**config.mk**
```make
export PLATFORM = sky130hd
export DESIGN_NAME = serial_frame_receiver
export DESIGN_NICKNAME = d
export VERILOG_FILES = /design/src/rtl/serial_frame_pkg.sv /design/src/rtl/sync_2ff.sv /design/src/rtl/serial_frame_receiver.sv
export SDC_FILE = /design/constraint.sdc
export NUM_CORES = 1
export LEC_CHECK = 0
export ABC_AREA = 1
export CAP_MARGIN = 20
export CORE_ASPECT_RATIO = 1.1
export CORE_MARGIN = 2
export CORE_UTILIZATION = 49
export DETAILED_ROUTE_END_ITERATION = 16
export GPL_TIMING_DRIVEN = 0
export PLACE_DENSITY = 0.73
export SLEW_MARGIN = 10
export SYNTH_ARGS = -nofsm -noshare
export SYNTH_HDL_FRONTEND = slang
export SYNTH_SLANG_ARGS = --single-unit
```
**constraint.sdc**
```tcl
create_clock -name clk -period 1.45 [get_ports clk]
set_clock_uncertainty 0.2 [all_clocks]
set_input_delay 0.435 -clock clk [delete_from_list [all_inputs] [get_ports clk]]
set_output_delay 0.435 -clock clk [all_outputs]
set_load 0.05 [all_outputs]
```
**src/rtl/serial_frame_pkg.sv**
```systemverilog
// Shared types and constants for the serial frame receiver.
package serial_frame_pkg;

  typedef enum logic [2:0] {
    IDLE,
    START,
    DATA,
    PARITY,
    STOP
  } state_t;

  localparam int DATA_BITS            = 8;
  localparam int DEFAULT_CLKS_PER_BIT = 16;

endpackage

```
**src/rtl/sync_2ff.sv**
```systemverilog
// Two-flop synchroniser with a parameterised reset value; 2-cycle latency, no backpressure.
module sync_2ff #(
  parameter int               WIDTH   = 1,
  parameter logic [WIDTH-1:0] RST_VAL = '0
) (
  input  logic             clk,
  input  logic             rst,
  input  logic [WIDTH-1:0] d,
  output logic [WIDTH-1:0] q
);

  logic [WIDTH-1:0] meta;

  always_ff @(posedge clk) begin
    if (rst) begin
      meta <= RST_VAL;
      q    <= RST_VAL;
    end else begin
      meta <= d;
      q    <= meta;
    end
  end

endmodule

```
**src/rtl/serial_frame_receiver.sv**
```systemverilog
// UART-style frame deserialiser (start, 8 data LSB first, parity, stop) feeding a parity checker.
// Strobe lands one cycle after the mid-stop sample; no backpressure, check/frame_err are fire-and-forget.
module serial_frame_receiver
  import serial_frame_pkg::*;
#(
  parameter int CLKS_PER_BIT = DEFAULT_CLKS_PER_BIT
) (
  input  logic                 clk,
  input  logic                 rst,
  input  logic                 rx,
  output logic [DATA_BITS-1:0] data,
  output logic                 parity_bit,
  output logic                 check,
  output logic                 frame_err,
  output logic                 busy
);

  localparam int CW = $clog2(CLKS_PER_BIT);
  localparam int IW = $clog2(DATA_BITS);
  localparam logic [CW-1:0] BIT_LAST  = CW'(CLKS_PER_BIT - 1);
  localparam logic [CW-1:0] HALF_LAST = CW'(CLKS_PER_BIT / 2 - 1);
  localparam logic [IW-1:0] IDX_LAST  = IW'(DATA_BITS - 1);

  logic                 rx_s;
  state_t               state;
  logic [CW-1:0]        cnt;
  logic [IW-1:0]        idx;
  logic [DATA_BITS-1:0] sh;
  logic                 par;

  // Idle-high reset value keeps the line from looking like a start bit out of reset.
  sync_2ff #(
    .WIDTH  (1),
    .RST_VAL(1'b1)
  ) u_rx_sync (
    .clk(clk),
    .rst(rst),
    .d  (rx),
    .q  (rx_s)
  );

  assign busy = (state != IDLE);

  always_ff @(posedge clk) begin
    if (rst) begin
      state      <= IDLE;
      cnt        <= '0;
      idx        <= '0;
      sh         <= '0;
      par        <= 1'b0;
      data       <= '0;
      parity_bit <= 1'b0;
      check      <= 1'b0;
      frame_err  <= 1'b0;
    end else begin
      check     <= 1'b0;
      frame_err <= 1'b0;
      case (state)
        IDLE: begin
          if (!rx_s) begin
            cnt   <= '0;
            state <= START;
          end
        end
        START: begin
          // Half-bit delay aligns every later sample to mid-bit.
          if (cnt == HALF_LAST) begin
            cnt <= '0;
            idx <= '0;
            state <= rx_s ? IDLE : DATA;
          end else begin
            cnt <= cnt + 1'b1;
          end
        end
        DATA: begin
          if (cnt == BIT_LAST) begin
            sh[idx] <= rx_s;
            cnt     <= '0;
            if (idx == IDX_LAST) state <= PARITY;
            else                 idx   <= idx + 1'b1;
          end else begin
            cnt <= cnt + 1'b1;
          end
        end
        PARITY: begin
          if (cnt == BIT_LAST) begin
            par   <= rx_s;
            cnt   <= '0;
            state <= STOP;
          end else begin
            cnt <= cnt + 1'b1;
          end
        end
        STOP: begin
          // Leaving at mid-stop lets a start bit right behind the stop bit be caught.
          if (cnt == BIT_LAST) begin
            cnt   <= '0;
            state <= IDLE;
            if (rx_s) begin
              data       <= sh;
              parity_bit <= par;
              check      <= 1'b1;
            end else begin
              frame_err <= 1'b1;
            end
          end else begin
            cnt <= cnt + 1'b1;
          end
        end
        default: state <= IDLE;
      endcase
    end
  end

endmodule

```
==> impl_metrics.py <==
metrics = {
    "run": {
        "max-cap-violations": 0,
    },
    "worst_setup_path": {
        "critPathLaunchType": "flop",
        "critPathArrivalTime_ns": 1.04,
        "end_kind": "primary output",
        "path_max_fanout": 7,
        "cp.required_ns": 0.82,
        "crit_type": "flop to primary output",
    },
    "power": {
        "switching_share_pct": 39.2,
        "p_total_w": 0.00249,
        "p_int_w": 0.00152,
        "p_sw_w": 0.000975,
        "leakage_nw": 0.833,
        "vdd_drop_max_mv": 1.32,
        "clock_power_share_pct": 21.7,
        "p_per_area_mw_per_mm2": 1290,
        "power_frac_comb_pct": 36.7,
        "seq_power_share_pct": 41.6,
    },
    "floorplan": {
        "fp.dieH_um": 60.6,
        "dieArea_mm2": 0.00336,
        "initial_core_util_pct": 51.4,
        "io_pins": 15,
        "core-area_mm2": 0.00278,
        "placementRows": 20,
        "die_x_um": 55.4,
    },
    "cts": {
        "cts-buffers-inserted": 5,
        "clock_sinks": 32,
        "insertion_delay_ns": 0.34,
        "cts_tree": "yes",
        "cts_root_buf": "clkbuf_4",
        "clock_path_buffers": 2,
        "htree_levels": 2,
        "clk_pin_slew_ns": 0.11,
    },
    "yosys": {
        "syn-mean-instance-area_um2": 7.24,
        "synth_top_area_share_pct": 44.9,
        "yosysWarnings": 0,
        "synth_top_area_cell": "dfxtp_1",
        "synth_top_family_by_area": "simple AND/OR/NAND/NOR gates",
        "synth_common_cells": "nor2_1, dfxtp_1, nand2_1, o21ai_0, inv_1",
        "synth.area.top_cells": "dfxtp_1, nor2_1, o21ai_0, nand2_1, inv_1",
        "synth-simple-area-share_pct": 33.6,
        "synth_compound_area_share_pct": 12.4,
        "ys.flop_type": "dfxtp_1",
        "ys_types": 21,
        "synth_mux_area_share_pct": 0,
        "synth-async-reset-ratio_pct": 0,
        "yosysMostFrequentCell": "nor2_1",
        "synth_cells": 197,
        "ys_seq_elements": 32,
        "syn-cell-area_mm2": 0.00143,
        "syn-num-nets": 203,
        "synth-xor-area-share_pct": 0,
        "synth_edf_count": 0,
        "synthAdderAreaFrac_pct": 2.63,
        "yosysSeqAreaShare_pct": 44.9,
    },
    "layout": {
        "synthToLayoutAreaGrowth_pct": 35.8,
        "instances_no_fill": 263,
        "fillers": 225,
        "layout-drive-gt1-share_pct": 37.0,
        "diodes": 0,
        "multi_input_area_um2": 783,
        "regArea_um2": 681,
        "design_area_mm2": 0.00194,
        "nNetsFinal": 235,
    },
    "sta": {
        "rsz0062_at_grt": "yes",
        "setup_ws_ns": -0.228,
        "slew_headroom_pct": 80.9,
        "period_share_pct": 116,
        "fmax_mhz": 596,
        "setup_tns_ns": -1.96,
        "slew_viol_final": 0,
        "worstMarginPinSlew_ns": 0.286,
        "layout_min_cycle_time_ns": 1.68,
        "setup_violations": 32,
        "hold_viol": 0,
    },
    "routing": {
        "wl_per_cell_um": 12.9,
        "drtPass1Iterations": 4,
        "num_vias": 1389,
        "drc": 0,
        "wl_um": 3390,
        "drtIter0Drc": 45,
        "antenna_left": 0,
        "vias_per_cell": 5.28,
    },
    "placement": {
        "place.gp.congestion": 0.775,
        "dp_cells": 244,
        "hpwl_um": 2260,
        "place_ws_ns": -0.670,
        "port_buffers": 14,
        "placed_area_mm2": 0.00167,
    },
    "grt": {
        "grt_usage_pct": 22.7,
        "grt_pass1_vias": 1460,
        "grt_max_degree": 11,
        "grt_pass1_wl_um": 5930,
        "grt_overflow": 0,
        "antenna_found_initial": 0,
    },
    "outcome": {
        "status": "complete, but fails checks",
        "violations": "negative setup slack",
    },
    "min_path": {
        "min_path_type": "flop to flop",
    },
}
cells by family (layout without fill, tap and decap cells):
group                      count (synthesis)  count (layout)
adders and majority gates                  3               3
AOI/OAI and AO/OA                         35              35
buffers and inverters                     23              56
and+or+nand+nor                          104             104
DFF                                       32              32
metal layers:
layer / share of wire [%] / wire, µm / vias to the layer above / track usage [%]
li1: - / - / 715 / -
met1: 43 / 1450 / 639 / 23.1
met2: 52 / 1760 / 27 / 42.5
met3: 3.4 / 114 / 8 / 6.18
met4: 2.0 / 69 / 0 / 13.2
met5: 0 / 0 / - / 0
placed cells by master (no fill, tap or decap), types with 2 or more instances in the layout:
cell,count
nor2_1,40
nand2_1,21
o21ai_0,15
dfxtp_2,14
inv_1,13
a21oi_1,12
dfxtp_1,12
nand3_1,9
buf_4,9
nand2_2,7
o21ai_1,7
buf_8,7
buf_6,7
clkbuf_4,6
nand4_1,6
dfxtp_4,6
nor3_1,5
nor2_4,4
inv_2,4
nor2_2,4
nand3_2,4
clkbuf_2,3
ha_4,3
or2_2,2
clkbuf_1,2
clkdlybuf4s50_1,2
sequential cells by signal (all words and copies together), names as in the netlist:
register        cells
data                8
sh                  8
cnt                 4
idx                 3
state               3
check               1
frame_err           1
par                 1
parity_bit          1
u_rx_sync.meta      1
u_rx_sync.q         1
per-stage QoR:
step	hold slack [ns]	utilization [%]
after floorplan	0.189	-
after global placement	0.201	60.0
after detailed placement	0.194	60.0
after CTS	0.222	68.5
after global routing	0.246	69.7
final	0.220	69.7
worst max-delay path, cell delays in order, from the launching register on:
cell     delay (ns)
dfxtp_4        0.41
inv_2          0.07
nand2_2        0.07
buf_6          0.15
layout make-up:
| class | count | share of cell area (%) |
|---|---|---|
| plain buffers | 4 | 1.16 |
| flip-flops and latches | 32 | 35.1 |
| multi-input cells | 142 | 40.4 |
| well taps | 33 | 2.13 |
| clock buffers | 8 | 3.04 |
| repair buffers | 25 | 14.0 |
| inverters | 19 | 4.07 |
worst paths after layout:
kind / start / end / slack, ns / depth (start not counted)
max: state[1] / busy / -0.23 / 3
min: u_rx_sync.meta / u_rx_sync.q / 0.22 / 1
max reg2reg: state[2] / sh[6] / -0.16 / 8
min reg2reg: u_rx_sync.meta / u_rx_sync.q / 0.22 / 1
power by group through the flow:
stage / Sequential (W) / Clock [W] / Combinational (W)
floorplan: 0.00103 / 0 / 0.000574
global placement: 0.00104 / 0 / 0.000695
detailed placement: 0.00105 / 0 / 0.000721
CTS: 0.00103 / 0.000552 / 0.000874
global route: 0.00104 / 0.000583 / 0.00102
finish: 0.00103 / 0.000541 / 0.000915
repair_timing:
action | in CTS | in global routing
buffers inserted | 11 | 0
gates resized for setup | 127 | 15
pin swaps | 10 | 3
hold buffers | 0 | 0
setup endpoints to repair | 36 | 41
(Power assumes the default switching activity.)
